===== config.mk =====
export PLATFORM = sky130hd
export DESIGN_NAME = rr_request_arbiter
export DESIGN_NICKNAME = d
export VERILOG_FILES = /design/src/rtl/rr_request_arbiter.sv
export SDC_FILE = /design/constraint.sdc
export NUM_CORES = 1
export LEC_CHECK = 0
export CORE_MARGIN = 3
export CORE_UTILIZATION = 51
export DETAILED_ROUTE_END_ITERATION = 16
export MAX_ROUTING_LAYER = met4
export PLACE_DENSITY = 0.88
export SETUP_SLACK_MARGIN = 0.5
export SKIP_LAST_GASP = 1
export SLEW_MARGIN = 20
export SYNTH_ARGS = -nofsm -noshare
export SYNTH_HDL_FRONTEND = slang
export SYNTH_SLANG_ARGS = --single-unit

===== constraint.sdc =====
create_clock -name clock -period 2.52 [get_ports clock]
set_input_delay 0.504 -clock clock [delete_from_list [all_inputs] [get_ports clock]]
set_output_delay 0.504 -clock clock [all_outputs]
set_load 0.02 [all_outputs]

===== src/rtl/rr_request_arbiter.sv =====
// Round-robin request arbiter: registered one-hot grant, bounded hold time,
// and one idle cycle between successive owners.
module rr_request_arbiter #(
    parameter int NUM_REQ  = 4,
    parameter int MAX_HOLD = 8
) (
    input  logic                             clock,
    input  logic                             reset,
    input  logic [NUM_REQ-1:0]               request,
    output logic [NUM_REQ-1:0]               grant,
    output logic [$clog2(NUM_REQ)-1:0]       grant_id,
    output logic                             busy,
    output logic                             expired,
    output logic [$clog2(MAX_HOLD+1)-1:0]    hold_count
);

    localparam int ID_W  = $clog2(NUM_REQ);
    localparam int CNT_W = $clog2(MAX_HOLD + 1);

    typedef enum logic [1:0] {
        IDLE,
        GRANT,
        GAP
    } state_t;

    state_t             state;
    state_t             state_n;
    logic [NUM_REQ-1:0] grant_n;
    logic [ID_W-1:0]    id_n;
    logic [ID_W-1:0]    last;
    logic [ID_W-1:0]    last_n;
    logic [ID_W-1:0]    win;
    logic [ID_W-1:0]    cand;
    logic               found;
    logic [CNT_W-1:0]   hold_n;
    logic               expired_n;
    int unsigned        idx;

    // Scan upward from the slot after the previous owner, wrapping once.
    always_comb begin
        win   = '0;
        cand  = '0;
        found = 1'b0;
        idx   = 0;
        for (int unsigned i = 1; i <= NUM_REQ; i++) begin
            idx  = (32'(last) + i) % NUM_REQ;
            cand = ID_W'(idx);
            if (!found && request[cand]) begin
                found = 1'b1;
                win   = cand;
            end
        end
    end

    always_comb begin
        state_n   = state;
        grant_n   = grant;
        id_n      = grant_id;
        last_n    = last;
        hold_n    = hold_count;
        expired_n = 1'b0;
        case (state)
            GRANT: begin
                // Release wins over timeout when both happen on the same edge.
                if (!request[grant_id]) begin
                    state_n = GAP;
                    grant_n = '0;
                    hold_n  = '0;
                end else if (hold_count == CNT_W'(MAX_HOLD)) begin
                    state_n   = GAP;
                    grant_n   = '0;
                    hold_n    = '0;
                    expired_n = 1'b1;
                end else begin
                    hold_n = hold_count + CNT_W'(1);
                end
            end
            default: begin
                state_n = IDLE;
                grant_n = '0;
                hold_n  = '0;
                if (found) begin
                    state_n      = GRANT;
                    grant_n[win] = 1'b1;
                    id_n         = win;
                    last_n       = win;
                    hold_n       = CNT_W'(1);
                end
            end
        endcase
    end

    always_ff @(posedge clock or posedge reset) begin
        if (reset) begin
            state      <= IDLE;
            grant      <= '0;
            grant_id   <= '0;
            last       <= ID_W'(NUM_REQ - 1);
            hold_count <= '0;
            busy       <= 1'b0;
            expired    <= 1'b0;
        end else begin
            state      <= state_n;
            grant      <= grant_n;
            grant_id   <= id_n;
            last       <= last_n;
            hold_count <= hold_n;
            busy       <= |grant_n;
            expired    <= expired_n;
        end
    end

endmodule


==> results.json <==
{
  "synth_area_um2": 782,
  "fp.dieW_um": 45.2,
  "min_period_over_period": 0.733,
  "fmax_mhz": 541,
  "cts_root_buf": "clkbuf_4",
  "drive_gt1_frac": 0.130,
  "grt_pass1_vias": 555,
  "gr-usage-all-layers": 0.168,
  "drtPass1Iterations": 4,
  "yosys-top-cells-count": "14 x dfrtp_1, 6 x nand2_1, 6 x nor2_1, 4 x inv_1",
  "grt_pass1_wl_mm": 2.30,
  "crit_buf_inv": 1,
  "ios": 18,
  "synth_area_leader_cell": "dfrtp_1",
  "syn_inst": 71,
  "period_needed_ns": 1.85,
  "instances_no_fill": 107,
  "tightest_slew_ns": 0.567,
  "antenna_found_initial": 0,
  "yosys.area.top_type_share": 0.448,
  "wl_mm": 1.41,
  "synth.avg_cell_area_um2": 11.0,
  "syn_nets": 79,
  "cts_setup_buffers": 0,
  "detail_route.vias_per_cell": 5.36,
  "worst_clock_skew_ns": 0.00374,
  "synthTopCellsByArea": "dfrtp_1 45%, dfstp_2 6.7%, ha_1 3.2%",
  "grt_max_degree": 17,
  "port_buffers": 17,
  "critical_path_class": "flip-flop to output pin",
  "synth.distinct_cells": 33,
  "cp_slowest_cell": "clkdlybuf4s50_1",
  "remaining_drc_errors": 0,
  "ys.flop_type": "dfrtp_1",
  "area_growth_pct": 27.5,
  "grt.overflow.total": 0,
  "path_clk_slew_ns": 0.08,
  "fin_hold_ws_ns": 0.495,
  "vias": 574,
  "hold_buffers": 0,
  "tns_ns": 0,
  "ys_ff_latch": 16,
  "yosysMostFrequentCell": "dfrtp_1",
  "antenna_cells": 0,
  "critPathCaptureType": "output pin",
  "die_area_mm2": 0.00204,
  "synth-seq-area-share": 0.515,
  "slew_headroom": 0.622,
  "powerDensity_mw_per_mm2": 1170,
  "p_leak_uw": 0.000439,
  "critPathRequiredTime_ns": 2.02,
  "cts_sinks": 16,
  "maxCapViolations": 0,
  "cts_tree": "done",
  "crit_chain": "clkdlybuf4s50_1",
  "min_path_type": "flip-flop to flip-flop",
  "finalSetupViolCount": 0,
  "outcome": "finished clean",
  "rsz0062_at_grt": "no",
  "ir_worst_vdd_mv": 0.611,
  "fin_nets": 101,
  "yosysWarningCount": 0,
  "synth_edf_count": 0,
  "die_h_um": 45.2,
  "drt_iter0_drc": 5,
  "critical_path.top_delay_family": "buffers and inverters",
  "synthArstFlopShare": 1.00,
  "clkLatencyLatePin_ns": 0.28,
  "wl_per_cell_um": 13.2,
  "dp_hpwl_mm": 1.12,
  "cts_made_buffers": 3,
  "placedCellCount": 103,
  "drtAntennaViolNets": 0,
  "slowest_delay_ns": 0.63,
  "start_util": 0.572,
  "slew_violations": 0,
  "htree_levels": 1,
  "core_mm2": 0.00137,
  "worstPathArrival_ns": 1.34,
  "worstPathMaxFanout": 4,
  "cts_max_path_buffers": 2,
  "place.gp.congestion": 0.771,
  "cp-start-kind": "flip-flop",
  "core.rowCount": 13,
  "ctsResizeCount": 0,
  "hold_viol_final": 0
}
[layout make-up]
type | count | area (µm²)
Tap cell | 15 | 18.8
Fill cell | 97 | 369
Timing Repair Buffer | 18 | 178
Sequential cell | 16 | 403
Multi-Input combinational cell | 50 | 357
Inverter | 4 | 15.0
Clock buffer | 4 | 26.3
[placed cells by master, fill, tap and decap left out, drive strengths merged, types with 2 or more instances in the layout]
| master | n |
|---|---|
| a22o | 2 |
| clkdlybuf4s50 | 17 |
| o21ai | 3 |
| nand2b | 3 |
| nand3b | 2 |
| clkbuf | 4 |
| dfstp | 2 |
| inv | 4 |
| and2 | 2 |
| mux2 | 2 |
| ha | 2 |
| or2b | 2 |
| nand3 | 2 |
| dfrtp | 14 |
| nand2 | 6 |
| mux2i | 2 |
| nor2 | 6 |
[power by group]
| part | switching, µW | internal (µW) | leakage, µW |
|---|---|---|---|
| clock | 70.7 | 61.5 | 0.0000150 |
| sequential | 84.6 | 365 | 0.000199 |
| combinational | 293 | 288 | 0.000225 |
| total | 448 | 715 | 0.000439 |
[state kept, by name (all words and copies together), names as in the netlist]
signal and count:
grant_id 2, expired 1, grant 4, last 2
busy 1, hold_count 4, state 2
[per-layer routing]
| metal | track usage | part of all wire | vias to the layer above |
|---|---|---|---|
| li1 | - | - | 294 |
| met1 | 0.203 | 0.44 | 262 |
| met2 | 0.263 | 0.49 | 15 |
| met3 | 0.0359 | 0.045 | 3 |
| met4 | 0.0877 | 0.021 | 0 |
| met5 | - | 0 | - |
[metrics by stage]
step | util | setup WS [ns] | total power [µW] | instance area [µm²]
after detailed placement | 0.711 | 0.443 | 1040 | 971
after CTS | 0.730 | 0.653 | 1180 | 997
after global placement | 0.711 | 0.474 | 1010 | 971
after floorplan | - | 1.04 | 822 | 782
after global routing | 0.730 | 0.618 | 1250 | 997
final | 0.730 | 0.673 | 1160 | 997
[cells by family after synthesis]
logic type,count (synthesis),synth area share
buf+inv,5,0.0288
mux,4,0.0544
flops,16,0.515
simple gates,30,0.211
fa+ha+maj,2,0.0320
compound gates,12,0.136
xor+xnor,2,0.0224
[final timing paths]
path	endpoint	cells past startpoint	slack, ns	from
max in group asynchronous	last[0]$_DFFE_PP1P_	2	1.57	reset
min in group asynchronous	expired$_DFF_PP0_	2	0.57	reset
min	last[1]$_DFFE_PP1P_	2	0.50	last[1]$_DFFE_PP1P_
min reg2reg	last[1]$_DFFE_PP1P_	2	0.50	last[1]$_DFFE_PP1P_
max reg2reg	grant_id[0]$_DFFE_PP0P_	4	0.95	last[0]$_DFFE_PP1P_
max	grant_id[1]	1	0.67	grant_id[1]$_DFFE_PP0P_
No activity file was read; power rests on OpenSTA's default activity.
